`src/rtl/rgb_sinp.sv`:
```
// WS2812B single-wire decoder: measures each high pulse, assembles 24-bit G-R-B words
// and stream-reset markers, and pushes them into the RGBW output FIFO.
module rgb_sinp #(
   parameter int T1_THRESH_CLKS    = 58,
   parameter int GLITCH_CLKS       = 8,
   parameter int MAX_HIGH_CLKS     = 192,
   parameter int STREAM_RESET_CLKS = 4800,
   parameter int COUNTER_MAX       = 8000
) (
   input  logic        clk,
   input  logic        rst_n,
   input  logic        in_sig,
   input  logic        in_wr_fifo_full,
   output logic        out_wr_fifo_en,
   output logic [31:0] out_wr_fifo_data,
   output logic        out_overflow,
   output logic        out_line_err
);

   localparam int CNT_W = $clog2(COUNTER_MAX + 1);

   typedef enum logic [1:0] {S_LOW, S_HIGH, S_ERR} state_t;

   state_t           state, nxt_state;
   logic             sync_p0, sig_s, sig_d;
   logic             rise, fall;
   logic [CNT_W-1:0] cnt;
   logic [4:0]       bit_cnt;
   logic [23:0]      shreg;
   logic             arm;
   logic             word_done;
   logic             vld_p1;
   logic [31:0]      word_p1;

   // Comb decisions from the FSM
   logic do_shift, bit_val, clr_bits, set_arm, clr_arm, set_err, issue_mrk;

   function automatic logic [CNT_W-1:0] sat_inc(input logic [CNT_W-1:0] v);
      if (v >= CNT_W'(COUNTER_MAX))
         return CNT_W'(COUNTER_MAX);
      return v + 1'b1;
   endfunction

   assign rise      = sig_s & ~sig_d;
   assign fall      = ~sig_s & sig_d;
   assign word_done = (bit_cnt == 5'd24);

   // Input synchronizer and edge-detect delay
   always_ff @(posedge clk or negedge rst_n) begin
      if (!rst_n) begin
         sync_p0 <= 1'b0;
         sig_s   <= 1'b0;
         sig_d   <= 1'b0;
      end else begin
         sync_p0 <= in_sig;
         sig_s   <= sync_p0;
         sig_d   <= sig_s;
      end
   end

   always_ff @(posedge clk or negedge rst_n) begin
      if (!rst_n)
         cnt <= '0;
      else if (rise || fall)
         cnt <= CNT_W'(1);
      else
         cnt <= sat_inc(cnt);
   end

   always_ff @(posedge clk or negedge rst_n) begin
      if (!rst_n)
         state <= S_LOW;
      else
         state <= nxt_state;
   end

   always_comb begin
      nxt_state = state;
      do_shift  = 1'b0;
      bit_val   = 1'b0;
      clr_bits  = 1'b0;
      set_arm   = 1'b0;
      clr_arm   = 1'b0;
      set_err   = 1'b0;
      issue_mrk = 1'b0;
      case (state)
         S_LOW: begin
            if (cnt == CNT_W'(STREAM_RESET_CLKS) && arm) begin
               issue_mrk = 1'b1;
               clr_bits  = 1'b1;
               clr_arm   = 1'b1;
            end
            if (rise)
               nxt_state = S_HIGH;
         end
         S_HIGH: begin
            if (fall) begin
               nxt_state = S_LOW;
               if (cnt >= CNT_W'(MAX_HIGH_CLKS)) begin
                  set_err  = 1'b1;
                  clr_bits = 1'b1;
                  set_arm  = 1'b1;
               end else if (cnt >= CNT_W'(GLITCH_CLKS)) begin
                  do_shift = 1'b1;
                  bit_val  = (cnt >= CNT_W'(T1_THRESH_CLKS));
                  set_arm  = 1'b1;
               end
            end else if (cnt >= CNT_W'(MAX_HIGH_CLKS)) begin
               // Over-long pulse: flag it and swallow the rest of the high time
               set_err   = 1'b1;
               clr_bits  = 1'b1;
               set_arm   = 1'b1;
               nxt_state = S_ERR;
            end
         end
         S_ERR: begin
            if (fall)
               nxt_state = S_LOW;
         end
         default: nxt_state = S_LOW;
      endcase
   end

   // Bit assembly
   always_ff @(posedge clk or negedge rst_n) begin
      if (!rst_n) begin
         bit_cnt <= '0;
         shreg   <= '0;
         arm     <= 1'b0;
      end else begin
         if (clr_bits || word_done)
            bit_cnt <= '0;
         else if (do_shift)
            bit_cnt <= bit_cnt + 5'd1;
         if (do_shift)
            shreg <= {shreg[22:0], bit_val};
         if (clr_arm)
            arm <= 1'b0;
         else if (set_arm)
            arm <= 1'b1;
      end
   end

   // p1: word/marker request
   always_ff @(posedge clk or negedge rst_n) begin
      if (!rst_n) begin
         vld_p1  <= 1'b0;
         word_p1 <= '0;
      end else begin
         vld_p1 <= word_done | issue_mrk;
         if (issue_mrk)
            word_p1 <= {2'b01, 30'd0};
         else if (word_done)
            word_p1 <= {8'h80, shreg};
      end
   end

   // p2: FIFO write port
   always_ff @(posedge clk or negedge rst_n) begin
      if (!rst_n) begin
         out_wr_fifo_en   <= 1'b0;
         out_wr_fifo_data <= '0;
         out_overflow     <= 1'b0;
         out_line_err     <= 1'b0;
      end else begin
         out_wr_fifo_en <= vld_p1 & ~in_wr_fifo_full;
         if (vld_p1 && !in_wr_fifo_full)
            out_wr_fifo_data <= word_p1;
         if (vld_p1 && in_wr_fifo_full)
            out_overflow <= 1'b1;
         if (set_err)
            out_line_err <= 1'b1;
      end
   end

endmodule

```
`config.mk`:
```
export PLATFORM = sky130hd
export DESIGN_NAME = rgb_sinp
export DESIGN_NICKNAME = d
export VERILOG_FILES = /design/src/rtl/rgb_sinp.sv
export SDC_FILE = /design/constraint.sdc
export NUM_CORES = 1
export LEC_CHECK = 0
export ABC_AREA = 0
export CAP_MARGIN = 0
export CORE_MARGIN = 1.5
export CORE_UTILIZATION = 40
export CTS_BUF_LIST = sky130_fd_sc_hd__clkbuf_4 sky130_fd_sc_hd__clkbuf_8
export DETAILED_ROUTE_END_ITERATION = 10
export DONT_BUFFER_PORTS = 1
export PLACE_DENSITY = 0.58
export SETUP_SLACK_MARGIN = 0.1
export SYNTH_ARGS = -nofsm -noshare
export SYNTH_HDL_FRONTEND = slang
export SYNTH_SLANG_ARGS = --single-unit
```
`constraint.sdc`:
```
create_clock -name clk -period 4.8 [get_ports clk]
set_input_delay 0.48 -clock clk [delete_from_list [all_inputs] [get_ports clk]]
set_output_delay 0.48 -clock clk [all_outputs]
set_load 0.02 [all_outputs]
```
==> results of run 1 <==
registers in the layout (all words and copies together), names as in the netlist:
| name | count |
|---|---|
| sync_p0 | 1 |
| out_wr_fifo_en | 1 |
| bit_cnt | 5 |
| shreg | 24 |
| out_line_err | 1 |
| state | 2 |
| out_wr_fifo_data | 26 |
| vld_p1 | 1 |
| out_overflow | 1 |
| cnt | 13 |
| sig_s | 1 |
| arm | 1 |
| sig_d | 1 |
| word_p1 | 26 |
kinds of logic after synthesis:
| kind of cell | synth area share (%) |
|---|---|
| other | 0.08519 |
| adders and majority gates | 1.705 |
| and+or+nand+nor | 12.65 |
| xor gates and xnor gates | 1.393 |
| DFF | 59.12 |
| muxes | 13.02 |
| buffers and inverters | 4.605 |
| AOI/OAI and AO/OA | 7.419 |
repair_timing:
item / CTS / global route
hold buffers: 1 / 0
setup buffers: 0 / 0
hold endpoints to repair: 104 / 0
resized for setup: 0 / 0
synth_stat cells, types with 2 or more instances:
cell type,n
sky130_fd_sc_hd__dfrtp_1,104
sky130_fd_sc_hd__nand2_1,55
sky130_fd_sc_hd__mux2_2,50
sky130_fd_sc_hd__a21oi_1,34
sky130_fd_sc_hd__nor2_1,14
sky130_fd_sc_hd__inv_1,12
sky130_fd_sc_hd__buf_4,8
sky130_fd_sc_hd__nand3_1,8
sky130_fd_sc_hd__clkbuf_1,7
sky130_fd_sc_hd__ha_1,6
sky130_fd_sc_hd__nor3_1,6
sky130_fd_sc_hd__xnor2_1,6
sky130_fd_sc_hd__o21ai_0,5
sky130_fd_sc_hd__a21o_1,3
sky130_fd_sc_hd__and3_1,3
sky130_fd_sc_hd__buf_6,3
sky130_fd_sc_hd__nand4_1,3
sky130_fd_sc_hd__o31ai_1,3
sky130_fd_sc_hd__or4_1,3
sky130_fd_sc_hd__buf_2,2
sky130_fd_sc_hd__clkbuf_8,2
sky130_fd_sc_hd__nand2_2,2
sky130_fd_sc_hd__nor3_4,2
sky130_fd_sc_hd__nor4_1,2
sky130_fd_sc_hd__or2_2,2
routing by layer:
metal / up-vias / track usage, % / wire length [um]
met4: 0 / 3.947 / 68
met5: - / 0 / 0
met1: 1272 / 18.26 / 3563
met3: 8 / 4.722 / 362
met2: 49 / 22.38 / 3446
li1: 1240 / - / -
final cells by class:
type	instances	area [um2]	area share [%]
multi-input combinational	234	1618	34.54
clock buffer	9	123.9	2.644
tap	140	175.2	3.739
inverter	12	45.04	0.9615
timing repair buffer	2	35.03	0.7479
sequential	104	2603	55.56
clock inverter	7	85.08	1.816
power groups by stage:
stage | logic (mW) | registers [mW] | clock network, mW
floorplan | 0.0511 | 0.922 | 0
global placement | 0.0541 | 0.926 | 0
detailed placement | 0.0564 | 0.926 | 0
CTS | 0.0762 | 0.909 | 0.601
global route | 0.0868 | 0.913 | 0.636
finish | 0.0744 | 0.910 | 0.578
worst paths after layout:
| check | end | cells after the start |
|---|---|---|
| worst max-delay path | arm | 4 |
| worst min-delay path | word_p1[30] | 1 |
| worst max register to register | arm | 4 |
| worst min register to register | sig_s | 0 |
| max in group asynchronous | out_wr_fifo_data[7] | 1 |
| min in group clk | sync_p0 | 0 |
==> results_dict.tcl, run 1 <==
set metrics [dict create \
    status "finished clean" \
    clockPowerShare_pct 37.0 \
    detailed_place.area_mm2 0.004448 \
    pre_cts_ws_ps 2545 \
    setup_viol 0 \
    rsz_0062_raised_after_global_routing "false" \
    max_slew_margin_pct 26.71 \
    rows 38 \
    worst-path-buf-inv 0 \
    layout.filler_cells 1008 \
    fmax_mhz 448.8 \
    final_util_pct 43.40 \
    place.port_buffers 0 \
    nNetsFinal 373 \
    critical_path.endpoint_type "flip-flop" \
    cts_tree "done" \
    postLayoutSetupSlackWorst_ps 2572 \
    hold_class "in2async" \
    clock_latency_ps 370 \
    worst_vdd_ir_v 0.0001721 \
    r2r-start "cnt[11]" \
    postRouteAntennaNets 0 \
    grt_resource_usage_total_pct 14.02 \
    number_of_global_route_vias_before_repair 2590 \
    layout.cell_area.non_filler_mm2 0.004684 \
    viasPerCell 5.057 \
    finalHoldViolations 0 \
    netlist_instances 367 \
    drt_iter0_drc 132 \
    p_switching_mw 0.3932 \
    antenna-diode-count 0 \
    grt_max_degree 105 \
    part_of_the_yosys_area_used_for_sequential_elements_pct 59.12 \
    first_pass_iters 4 \
    largest_area_contributor_in_the_synthesized_netlist "sky130_fd_sc_hd__dfrtp_1" \
    die_w_um 107.9 \
    ctsLongestPathBuffers 2 \
    floorplan.core_area_mm2 0.01079 \
    worst_path_largest_cell_delay_ps 920 \
    min_period_ps 2228 \
    final_common_cell "sky130_fd_sc_hd__dfrtp_1" \
    worst_pin_slew_ps 1096 \
    layoutNonFillerInstCount 508 \
    detail_route.wirelength_mm 7.440 \
    cts_sinks 104 \
    wl_per_cell_um 14.65 \
    die_area_mm2 0.01164 \
    worstPathMaxFanout 28 \
    grt-ovfl-total 0 \
    gp_congestion 0.7938 \
    route.vias.total 2569 \
    finalClockSkew_ps 11.00 \
    netlist_top_cells_area "sky130_fd_sc_hd__dfrtp_1 (59%), sky130_fd_sc_hd__mux2_2 (13%), sky130_fd_sc_hd__nand2_1 (4.7%)" \
    crit_start "cnt[11]" \
    per_instance_average_area_after_synthesis_um2 11.99 \
    die_y_um 107.9 \
    num_io_pins 39 \
    synth_warnings 0 \
    worst_reg2reg_setup_slack_ps 2570 \
    final.period_utilization_pct 46.42 \
    cts.reportedPaths.clkPinSlew_ps 110 \
    synth_enable_flop_cells 0 \
    power_report.internal_total_mw 1.169 \
    half_perimeter_wire_length_of_the_detailed_placement_result_mm 4.575 \
    dp_cells 491 \
    max_cap_violations 0 \
    setup_total_negative_slack_ps 0 \
    worstSetupPathType "reg2reg" \
    antenna_found_initial 0 \
    worst_path_most_repeated_cell "sky130_fd_sc_hd__nor3_4" \
    worst-endpoint-arrival_ps 2440 \
    root_buffer "sky130_fd_sc_hd__clkbuf_8" \
    ys_ff_latch 104 \
    grt_pass1_wl_mm 12.72 \
    cts_inserted_buffers 9 \
    timing.critical_path.required_ps 5010 \
    synth_area_mm2 0.004402 \
    start_util_pct 40.78 \
    layout_common_cells "sky130_fd_sc_hd__dfrtp_1 (104), sky130_fd_sc_hd__nand2_1 (55), sky130_fd_sc_hd__mux2_2 (50)" \
    postSynth.asyncResetShare_pct 100.0 \
    netSwitchingFraction_pct 25.16 \
    start_kind "flip-flop" \
    p_leak_nw 2.209 \
    power_frac_seq_pct 58.3 \
    route.detailed.drc 0 \
    synth.top_cell.area_share_pct 59.12 \
    comb_power_share_pct 4.8 \
    timing.critical_path.cells "nor3_4 > nand4_2 > nor3_4 > o221ai_1" \
    timing.critical_path.slowest_stage_cell "sky130_fd_sc_hd__nor3_4" \
    cellPowerDensity_mw_per_mm2 333.6 \
    critical_path.top_delay_family "simple AND/OR/NAND/NOR gates" \
    layout-drive-gt1-share_pct 23.10 \
    h_tree_depth 3 \
    flip_flop_cell_with_the_highest_count_after_synthesis "sky130_fd_sc_hd__dfrtp_1" \
    synth.lib_cells_used.distinct 47 \
    fin_worst_hold_slack_ps 36.18 \
    synthToLayoutAreaGrowth_pct 6.424 \
    total_power_mw 1.563 \
    slew_viol_final 0 \
]
Note: power is estimated with default switching activity, not from simulation.
==> inputs of run 2 (changes only) <==
Clock period 4.8 ns to 2.2 ns, I/O delays scaled along.
==> results_dict.tcl, run 2 (synthesis results as in run 1) <==
set metrics [dict create \
    status "complete, but fails checks" \
    violations "negative hold slack" \
    timing.critical_path.slowest_stage_cell "sky130_fd_sc_hd__dfrtp_1" \
    layout_common_cells "sky130_fd_sc_hd__dfrtp_1 (104), sky130_fd_sc_hd__nand2_1 (55), sky130_fd_sc_hd__mux2_2 (50)" \
    start_kind "flip-flop" \
    place.port_buffers 0 \
    drt_iter0_drc 110 \
    worst_vdd_ir_v 0.0003048 \
    root_buffer "sky130_fd_sc_hd__clkbuf_8" \
    detail_route.wirelength_mm 7.319 \
    viasPerCell 5.091 \
    cts_tree "done" \
    layout.filler_cells 993 \
    p_switching_mw 0.8207 \
    setup_total_negative_slack_ps 0 \
    reg2reg_depth 6 \
    layout-drive-gt1-share_pct 23.80 \
    h_tree_depth 3 \
    postRouteAntennaNets 0 \
    gp_congestion 0.8065 \
    route.vias.total 2617 \
    antenna_found_initial 0 \
    r2r-start "sig_s" \
    floorplan.core_area_mm2 0.01079 \
    rsz_0062_raised_after_global_routing "false" \
    num_io_pins 39 \
    ctsLongestPathBuffers 2 \
    cellPowerDensity_mw_per_mm2 697.4 \
    comb_power_share_pct 3.9 \
    worst_path_largest_cell_delay_ps 420 \
    grt-ovfl-total 0 \
    synthToLayoutAreaGrowth_pct 6.822 \
    postCtsHoldBufs 2 \
    die_y_um 107.9 \
    number_of_global_route_vias_before_repair 2674 \
    finalHoldViolations 104 \
    grt_max_degree 105 \
    post_cts.repair.setup_buffers 0 \
    largest_registers_ranked_by_flip_flop_count "out_wr_fifo_data: 26 flops, word_p1: 26 flops, shreg: 24 flops" \
    grt_resource_usage_total_pct 13.93 \
    half_perimeter_wire_length_of_the_detailed_placement_result_mm 4.815 \
    clockPowerShare_pct 35.6 \
    start_util_pct 40.78 \
    die_w_um 107.9 \
    route.detailed.drc 0 \
    die_area_mm2 0.01164 \
    fin_worst_hold_slack_ps -465.0 \
    fmax_mhz 541.5 \
    p_leak_nw 2.232 \
    antenna-diode-count 0 \
    setup_viol 0 \
    rows 38 \
    clock_latency_ps 370 \
    first_pass_iters 4 \
    max_cap_violations 0 \
    critical_path.endpoint_type "flip-flop" \
    netSwitchingFraction_pct 25.03 \
    timing.critical_path.cells "inv_1 > ha_1 > nand3b_1 > a21oi_1 > nand2_4 > mux2_2" \
    critical_path.top_delay_family "flip-flops" \
    worstPathMaxFanout 24 \
    final.period_utilization_pct 83.94 \
    finalClockSkew_ps 10.80 \
    grt_pass1_wl_mm 12.69 \
    crit_start "sig_s" \
    worst_reg2reg_setup_slack_ps 350 \
    hold_class "in2async" \
    final_common_cell "sky130_fd_sc_hd__dfrtp_1" \
    nNetsFinal 379 \
    cts_sinks 104 \
    power_report.internal_total_mw 2.458 \
    setup.worst_path.end "shreg[16]" \
    total_power_mw 3.279 \
    worst-endpoint-arrival_ps 2100 \
    power_frac_seq_pct 60.5 \
    timing.critical_path.required_ps 2460 \
    terminus_of_the_critical_flop_to_flop_path "shreg[16]" \
    slew_viol_final 0 \
    min_period_ps 1847 \
    wl_per_cell_um 14.24 \
    cts_inserted_buffers 9 \
    worstSetupPathType "reg2reg" \
    path_depth 6 \
    worst-path-buf-inv 1 \
    cts.reportedPaths.clkPinSlew_ps 110 \
]
run 2: changes by cell type in the layout (fill, tap and decap cells not counted), sizes merged:
| cell | previous run | this run |
|---|---|---|
| clkbuf | 9 | 10 |
| buf | 2 | 6 |
| bufinv | 1 | 0 |
| clkinvlp | 2 | 0 |
| inv | 16 | 17 |
| clkinv | 0 | 1 |
| dlygate4sd3 | 0 | 2 |
run 2: power groups by stage:
stage / sequential (mW) / clock [mW] / combinational (mW)
after detailed placement: 2.02 / 0 / 0.125
after global placement: 2.02 / 0 / 0.122
after floorplan: 2.01 / 0 / 0.112
after CTS: 1.98 / 1.21 / 0.129
after global routing: 1.99 / 1.29 / 0.144
final: 1.98 / 1.17 / 0.129
run 2: per-stage QoR:
step | util (%) | instance area [um2] | std cells | setup slack [ps]
2_1_floorplan | - | 4420 | 372 | 605.6
3_3_place_gp | 41.56 | 4486 | 496 | 345.6
3_5_place_dp | 41.56 | 4486 | 496 | 249.2
4_1_cts | 43.52 | 4697 | 514 | 231.9
5_1_grt | 43.57 | 4702 | 514 | 224.7
6_report | 43.57 | 4702 | 514 | 353.4
run 2: how the worst min path moves through the flow:
stage / from / to / slack (ps) / cells past startpoint
2_1_floorplan: rst_n / arm / -80 / 0
3_3_place_gp: rst_n / out_wr_fifo_data[22] / -70 / 0
3_5_place_dp: rst_n / out_wr_fifo_data[30] / -70 / 0
4_1_cts: rst_n / out_wr_fifo_data[2] / -490 / 0
5_1_grt: rst_n / out_wr_fifo_data[2] / -510 / 0
6_report: rst_n / out_wr_fifo_data[2] / -460 / 0
run 2: final cells by class:
type | instances | area (um2) | area share, %
Clock inverter | 6 | 60.06 | 1.277
Tap cell | 140 | 175.2 | 3.725
Clock buffer | 10 | 131.4 | 2.794
Timing Repair Buffer | 8 | 65.06 | 1.384
Multi-Input combinational cell | 234 | 1623 | 34.51
Inverter | 12 | 45.04 | 0.9580
Sequential cell | 104 | 2603 | 55.35
run 2: worst register-to-register path: cells and delay by family, from the launching register on:
family / cells / cell delay, ps
and+or+nand+nor: 2 / 400
AOI/OAI and AO/OA: 1 / 330
buffers and inverters: 1 / 70
muxes: 1 / 350
DFF: 1 / 420
adders and majority gates: 1 / 180
run 2: metal layers:
metal  vias to the layer above  global-route usage [%]  wire [um]  share of wire, %
met5                         -                       0          0                 0
met1                      1301                   18.44       3603                49
li1                       1258                       -          -                 -
met3                         9                   4.358        317               4.3
met4                         0                   5.169         93               1.3
met2                        49                   21.52       3304                45
run 2: what timing repair did:
action                                 4_1_cts  5_1_grt
setup endpoints to repair                    0       10
gates resized for setup                      0        1
endpoints found under the hold margin      106      104
